<file path="src/rtl/seg_bus_decoder.sv">
// Decoder for a multiplexed 4-digit 7-segment display bus. Waits for each digit
// to hold steady, then publishes all four digits together as one atomic frame.
module seg_bus_decoder #(
  parameter int STABLE_CNT = 16,
  parameter int CNT_W      = 8
) (
  input  logic        clk,
  input  logic        rst,
  input  logic [3:0]  anode,
  input  logic [6:0]  seg,
  output logic [15:0] digits,
  output logic        frame_valid,
  output logic [3:0]  seg_err,
  output logic        anode_err
);

  typedef enum logic [1:0] {
    IDLE  = 2'd0,
    COUNT = 2'd1,
    HELD  = 2'd2
  } state_t;

  state_t           state, state_next;
  logic [3:0]       anode_p0, sa, prev_sa;
  logic [6:0]       seg_p0, ss, prev_ss;
  logic [CNT_W-1:0] cnt, cnt_next, cnt_inc;
  logic [3:0]       mask, mask_set;
  logic [15:0]      shadow_code, frame_code;
  logic [3:0]       shadow_err, frame_err;
  logic [1:0]       slot;
  logic [4:0]       dec;
  logic             sa_valid, sa_blank, sa_illegal;
  logic             changed, at_stable, capture, frame_full;

  // Returns {error, code}; blank is a legal code, not an error.
  function automatic logic [4:0] decode_seg(input logic [6:0] s);
    case (s)
      7'b0000001: return 5'h00;
      7'b1001111: return 5'h01;
      7'b0010010: return 5'h02;
      7'b0000110: return 5'h03;
      7'b1001100: return 5'h04;
      7'b0100100: return 5'h05;
      7'b0100000: return 5'h06;
      7'b0001111: return 5'h07;
      7'b0000000: return 5'h08;
      7'b0000100: return 5'h09;
      7'b1111111: return 5'h0F;
      default:    return 5'h1E;
    endcase
  endfunction

  function automatic logic [1:0] anode_index(input logic [3:0] a);
    case (a)
      4'b1101: return 2'd1;
      4'b1011: return 2'd2;
      4'b0111: return 2'd3;
      default: return 2'd0;
    endcase
  endfunction

  // Stage p0 -> sa/ss: two-flop synchronizers, idle (all ones) in reset
  always_ff @(posedge clk or negedge rst) begin
    if (!rst) begin
      anode_p0 <= 4'hF;
      sa       <= 4'hF;
      seg_p0   <= 7'h7F;
      ss       <= 7'h7F;
      prev_sa  <= 4'hF;
      prev_ss  <= 7'h7F;
    end else begin
      anode_p0 <= anode;
      sa       <= anode_p0;
      seg_p0   <= seg;
      ss       <= seg_p0;
      prev_sa  <= sa;
      prev_ss  <= ss;
    end
  end

  assign sa_valid   = (sa == 4'b1110) || (sa == 4'b1101) ||
                      (sa == 4'b1011) || (sa == 4'b0111);
  assign sa_blank   = (sa == 4'b1111);
  assign sa_illegal = !sa_valid && !sa_blank;
  assign changed    = ({sa, ss} != {prev_sa, prev_ss});
  assign cnt_inc    = cnt + 1'b1;
  assign at_stable  = (cnt_inc == CNT_W'(STABLE_CNT));
  assign slot       = anode_index(sa);
  assign dec        = decode_seg(ss);

  always_ff @(posedge clk or negedge rst) begin
    if (!rst) begin
      state <= IDLE;
      cnt   <= '0;
    end else begin
      state <= state_next;
      cnt   <= cnt_next;
    end
  end

  // Any non-valid anode (blank or illegal) aborts counting, so an illegal
  // value landing on the would-be capture cycle suppresses the capture.
  always_comb begin
    state_next = state;
    cnt_next   = cnt;
    capture    = 1'b0;
    case (state)
      IDLE: begin
        if (sa_valid) begin
          state_next = COUNT;
          cnt_next   = CNT_W'(1);
        end else begin
          cnt_next   = '0;
        end
      end
      COUNT: begin
        if (!sa_valid) begin
          state_next = IDLE;
          cnt_next   = '0;
        end else if (changed) begin
          cnt_next   = CNT_W'(1);
        end else begin
          cnt_next   = cnt_inc;
          if (at_stable) begin
            capture    = 1'b1;
            state_next = HELD;
          end
        end
      end
      HELD: begin
        if (!sa_valid) begin
          state_next = IDLE;
          cnt_next   = '0;
        end else if (changed) begin
          state_next = COUNT;
          cnt_next   = CNT_W'(1);
        end
      end
      default: begin
        state_next = IDLE;
        cnt_next   = '0;
      end
    endcase
  end

  // Shadow contents with the digit being captured this cycle merged in, so a
  // completing capture publishes its own digit in the same edge.
  always_comb begin
    frame_code = shadow_code;
    frame_err  = shadow_err;
    if (capture) begin
      frame_code[{slot, 2'b00} +: 4] = dec[3:0];
      frame_err[slot]                = dec[4];
    end
  end

  assign mask_set   = mask | (4'b0001 << slot);
  assign frame_full = capture && (mask_set == 4'hF);

  // Capture stage -> published frame
  always_ff @(posedge clk or negedge rst) begin
    if (!rst) begin
      mask        <= 4'h0;
      shadow_code <= 16'h0000;
      shadow_err  <= 4'h0;
      digits      <= 16'h0000;
      seg_err     <= 4'h0;
      frame_valid <= 1'b0;
      anode_err   <= 1'b0;
    end else begin
      anode_err   <= sa_illegal;
      frame_valid <= frame_full;
      if (capture) begin
        shadow_code <= frame_code;
        shadow_err  <= frame_err;
        mask        <= frame_full ? 4'h0 : mask_set;
      end
      if (frame_full) begin
        digits  <= frame_code;
        seg_err <= frame_err;
      end
    end
  end

endmodule

</file>
<file path="config.mk">
export PLATFORM = sky130hd
export DESIGN_NAME = seg_bus_decoder
export DESIGN_NICKNAME = d
export VERILOG_FILES = /design/src/rtl/seg_bus_decoder.sv
export SDC_FILE = /design/constraint.sdc
export NUM_CORES = 1
export LEC_CHECK = 0
export CORE_MARGIN = 10
export CORE_UTILIZATION = 45
export DETAILED_ROUTE_END_ITERATION = 10
export PLACE_DENSITY_LB_ADDON = 0.08
export SLEW_MARGIN = 20
export SYNTH_ARGS = -nofsm -noshare
export SYNTH_HDL_FRONTEND = slang
export SYNTH_SLANG_ARGS = --single-unit
</file>
<file path="constraint.sdc">
create_clock -name clk -period 5.4 [get_ports clk]
set_clock_uncertainty 0.2 [all_clocks]
set_input_delay 0.81 -clock clk [delete_from_list [all_inputs] [get_ports clk]]
set_output_delay 0.81 -clock clk [all_outputs]
set_load 0.01 [all_outputs]
</file>
== After elaboration in Yosys (flattened, before gate mapping) ==
Index checks and enable logic that the tools add are counted.
Word-level totals
  register bits: 89
  bits of input ports: 13
  output and inout port bits: 22
Operators by class
  add/sub/neg operators: 2
  magnitude comparators: 2
  equal/unequal tests: 24
  shift operators: 3
  mux-type cells: 26
  bitwise gates (word level): 1
  reductions and logical operators: 11
Operators by type and width (count)
  case mux 5 bit (11 select lines): 1
  2-to-1 mux 8 bit: 4
  case mux 8 bit (3 select lines): 1
  == test 7 bit (second input constant): 3
  == test 4 bit (second input constant): 5
  bitwise mux 16 bit: 1
  2-to-1 mux 16 bit: 1
  variable shift 4 x 6 -> 16 bit (first input constant): 1
  indexed part select 4 x 6 -> 16 bit: 1
  == test 7 x 3 -> 1 bit (second input constant): 2
  == test 7 x 6 -> 1 bit (second input constant): 2
  2-to-1 mux 2 bit: 6
  case mux 2 bit (3 select lines): 2
  != test 11 bit: 1
  != test 3 bit (second input constant): 3
  adder 8 x 1 -> 8 bit (second input constant): 1
  == test 8 x 5 -> 1 bit (second input constant): 1
  2-to-1 mux 4 bit: 2
  == test 7 x 1 -> 1 bit (second input constant): 1
  == test 7 x 4 -> 1 bit (second input constant): 1
  == test 7 x 5 -> 1 bit (second input constant): 1
  logical NOT 7 bit: 1
  2-to-1 mux 1 bit: 6
  negator 4 -> 6 bit: 1
  15 further kinds: 20

== Depth between registers and ports, before layout ==
  depth in word-level cells: 8
  gate-level depth with buffers: 11
  mapped depth without buffers: 10

== Least setup slack after synthesis ==
No wires, ideal clock.
  path type: reg-to-reg
  start point: register sa[0]
  end point: register digits[4]
  data arrival time: 2482 ps
  data required time: 5075 ps
  slack: 2593 ps
  stages on the path, launching flop included: 10
  path buffers: 1
  period minus slack after synthesis: 2807 ps
  path through: dfstp_2 > buf_2 > nand2_1 > or2_2 > inv_1 > ha_1 > nand3b_1 > or4_4 > mux2_4 > mux2_2
On the way
  longest elaborated chain between the ends: 7
  elaborated cells on any way between the ends: 21
  those cells by class: add/sub (1); eq/ne (6); shift (3); mux (6); bitwise (1); reduce/logical (4)
Ends and longest elaborated chain
  from (decl): RTL line 24  | logic [3:0] anode_p0, sa, prev_sa;
  from (signal assigned): RTL line 73  | sa <= anode_p0;
  branches (longest 7 deep; another with negator 4 -> 6 bit)
  to (signal assigned): RTL line 179  | digits <= frame_code;
  to (decl): RTL line 11  | output logic [15:0] digits,
Parallel ways; which one is timed is not known.
A chain may end at the register's enable or synchronous reset.

== Final worst setup path ==
  start point: register ss[5]
  end point: register digits[1]
On the way
  longest elaborated chain between the ends: 5
  elaborated cells on any way between the ends: 20
  those cells by class: eq/ne (11); shift (1); mux (6); reduce/logical (2)
Ends and longest elaborated chain
  from (decl): RTL line 25  | logic [6:0] seg_p0, ss, prev_ss;
  from (signal assigned): RTL line 75  | ss <= seg_p0;
  == test 7 bit, or another cell as far along: RTL line 37  | case (s)
  case mux 5 bit (11 select lines) or 2-to-1 mux 1 bit (tied branches): RTL line 37, 120
  indexed part select 4 x 6 -> 16 bit or 2-to-1 mux 1 bit (tied branches): RTL line 152, 117
  bitwise mux 16 bit or 2-to-1 mux 1 bit (tied branches): RTL line 152, 107
  2-to-1 mux 16 bit or logical AND 1 bit (tied branches): RTL line 151, 158
Several ways; a longest one is shown, not always the timed one.

==> reports/summary.txt <==
outcome: finished, final reports clean
Avg Inst Size Synth: 12.2 um^2
Worst VDD drop: 0.199 mV
Vias: 2613
Initial Util: 46.5%
vias in the first global route: 2516
FILL cells: 747
H-tree levels: 3
root buffer cell: clkbuf_8
Post-Route Utilization: 53.1%
die height: 115 um
final hold viol count: 0
DRT antenna net count: 0
Die ar.: 13300 um^2
Primary FF master, synth: dfrtp_1
reg2reg end: digits[1]$_DFFE_PN0P_
Layout Nets: 383
Max FO, Critical Path: 21
final setup fails: 0
Setup Buffers After CTS: 0
Register-to-Register Path Depth: 6
final setup margin: 2.03 ns
total global-route track usage: 12.5%
cell area after placement: 4460 um^2
DRC viols: 0
Multi-input gate area: 1700 um^2
largest net degree at the start of global routing: 90
warnings from Yosys: 0
synthesized area: 4070 um^2
Ant. Diodes: 0
Final Cell Area: 4660 um^2
Slowest-stage cell, CP: nand3_1
Max Slew Vio Count: 0
critical path arrival: 3.42 ns
Hold Path Class: reg2reg
Worst Tran Pin Value: 0.974 ns
first-pass GRT wire length: 13200 um
grt total ovfl: 0
number of placed I/O pins: 35
post-CTS resize count: 0
vias per cell: 5.50
syn_nets: 354
row count: 34
Max Freq: 297 MHz
Req. time, crit path: 5.45 ns
# port buffers: 34
share of layout cells above drive strength 1: 24.5%
First DRT Iteration DRCs: 169
Layout Area Growth over Synthesis: 14.3%
leak pwr: 2.03 nW
register area share after synthesis: 55.7%
gate count of the mapped netlist: 333
CP top delay family: simple AND/OR/NAND/NOR gates
DR WL/cell: 16.5 um
synthesized flop and latch total: 89
CP Launch Type: register
min-delay src: seg_p0[1]$_DFF_PN1_
core area: 8760 um^2
Worst setup EP type: register
Clk pin slew, worst setup/hold paths: 0.09 ns
worst r2r src: ss[5]$_DFF_PN1_
accumulated negative setup slack: 0 ns
post-layout minimum cycle time: 3.37 ns
DRT Wirelength: 7850 um
cts hold-fix bufs: 0
Die Width: 115 um
initial antenna violation count: 0
pre-CTS setup slack: 1.98 ns
CP Buf/Inv Count: 0
Hold Path End: ss[1]$_DFF_PN1_
clock tree buffer depth: 2
FF+latch area: 2270 um^2
max-cap violation count: 0
drt first pass iters: 4
RSZ-0062 raised after global routing: false
dpl hpwl: 5460 um
Critical Setup Path Class: reg2reg
PD cells: 260 nW/um^2
Max-slew headroom: 34.9%
clk sink count: 89
R2R Setup Slk: 2.03 ns
TritonCTS clock tree: yes
FFs w/ async S/R, synth: 100%
max incr delay on CP: 0.70 ns
Post-synth EDFFs: 0
gpl congestion: 0.835
worst path cell trace: xor2_1, nor4_4, nand3_2, nor3_1, nand3_1, mux2_2
Hold Crit Depth: 0
Num CTS Buffers: 9
worst skew pair latency: 0.36 ns
final period utilization: 62.4%
Yosys cell types: 60
==> cell usage in the layout, fill, tap and decap left out, types with 4 or more instances in the layout <==
| master | Yosys | routed |
|---|---|---|
| and2_1 | 4 | 4 |
| ha_1 | 8 | 8 |
| nor4_1 | 6 | 6 |
| clkbuf_8 | 0 | 9 |
| o21ai_0 | 11 | 11 |
| nand2_1 | 18 | 18 |
| a22o_1 | 5 | 5 |
| mux2_2 | 22 | 22 |
| clkdlybuf4s50_1 | 0 | 33 |
| a221o_1 | 4 | 4 |
| dfrtp_1 | 56 | 56 |
| nand2b_1 | 4 | 4 |
| nor3_1 | 11 | 10 |
| dfstp_2 | 33 | 33 |
| nand3_1 | 7 | 7 |
| mux2i_1 | 4 | 4 |
| nor2_1 | 18 | 18 |
| a21oi_1 | 10 | 10 |
| nor2b_1 | 6 | 6 |
| xor2_1 | 14 | 14 |
| inv_1 | 7 | 7 |
| and3_1 | 7 | 7 |
==> flip-flops by register name (all words and copies together), names as in the netlist, 2 cells and up <==
signal / count
seg_err: 4
anode_p0: 4
ss: 7
state: 2
prev_sa: 4
shadow_code: 16
cnt: 8
mask: 4
digits: 16
shadow_err: 4
sa: 4
seg_p0: 7
prev_ss: 7
==> how the worst max path moves through the flow <==
stage | startpoint | to | slack, ns | depth (start not counted)
2_1_floorplan | sa[0]$_DFF_PN1_ | digits[4]$_DFFE_PN0P_ | 2.59 | 9
3_3_place_gp | ss[5]$_DFF_PN1_ | digits[14]$_DFFE_PN0P_ | 1.99 | 6
3_5_place_dp | ss[5]$_DFF_PN1_ | digits[1]$_DFFE_PN0P_ | 1.98 | 6
4_1_cts | ss[5]$_DFF_PN1_ | digits[1]$_DFFE_PN0P_ | 1.95 | 6
5_1_grt | ss[5]$_DFF_PN1_ | seg_err[2]$_DFFE_PN0P_ | 1.70 | 6
6_report | ss[5]$_DFF_PN1_ | digits[1]$_DFFE_PN0P_ | 2.03 | 6
==> synth_stat cells (4+ instances only) <==
master	number	area (um^2)
nand3_1	7	35.0
nor4_1	6	37.5
nor3_1	11	55.1
nor2b_1	6	37.5
mux2_2	22	248
ha_1	8	100
nor2_1	18	67.6
o21ai_0	11	55.1
and2_1	4	25.0
buf_2	8	40.0
inv_1	7	26.3
dfrtp_1	56	1400
and3_1	7	43.8
a22o_1	5	43.8
dfstp_2	33	867
nand2_1	18	67.6
mux2i_1	4	40.0
a221o_1	4	40.0
nand2b_1	4	25.0
a21oi_1	10	50.1
xor2_1	14	123
clkbuf_1	6	22.5
==> report_power, final <==
part           switching (W)  total (W)  internal (W)
Combinational      0.0000417  0.0000698     0.0000280
Clock               0.000259   0.000434      0.000175
Sequential         0.0000171   0.000708      0.000691
==> cells by family after synthesis <==
family	count (synthesis)	synth area share [%]
and+or+nand+nor	107	15.6
DFF	89	55.7
AOI/OAI and AO/OA	61	12.0
muxes	28	7.80
buffers and inverters	23	2.73
xor gates and xnor gates	17	3.66
adders and majority gates	8	2.46
==> metrics by stage <==
stage / total power [W] / cells / hold slack, ns
floorplan: 0.000759 / 333 / 0.145
CTS: 0.00123 / 475 / 0.159
global route: 0.00127 / 475 / 0.162
finish: 0.00121 / 475 / 0.159
detailed placement: 0.000791 / 459 / 0.147
global placement: 0.000789 / 459 / 0.145
==> area by class of cell <==
type | instances | area share, %
flip-flops and latches | 89 | 48.7
multi-input cells | 221 | 36.5
repair buffers | 34 | 7.34
well taps | 108 | 2.90
clock buffers | 9 | 2.66
clock inverters | 7 | 1.34
inverters | 7 | 0.564
==> worst reg2reg max path, cell delays in order, from the launching register on <==
cell and delay [ns]:
dfstp_2 0.66, xor2_1 0.14, nor4_4 0.38, nand3_2 0.35, nor3_1 0.28, nand3_1 0.70, mux2_2 0.55
==> layer usage <==
metal	routed length (um)	up-vias	GRT usage, %	part of all wire (%)
li1	-	1269	-	-
met1	3730	1295	17.2	47
met2	3640	42	18.1	46
met3	391	7	4.27	5.0
met4	96	0	3.96	1.2
met5	0	-	0	0
Power figures use the tool's default switching activity.
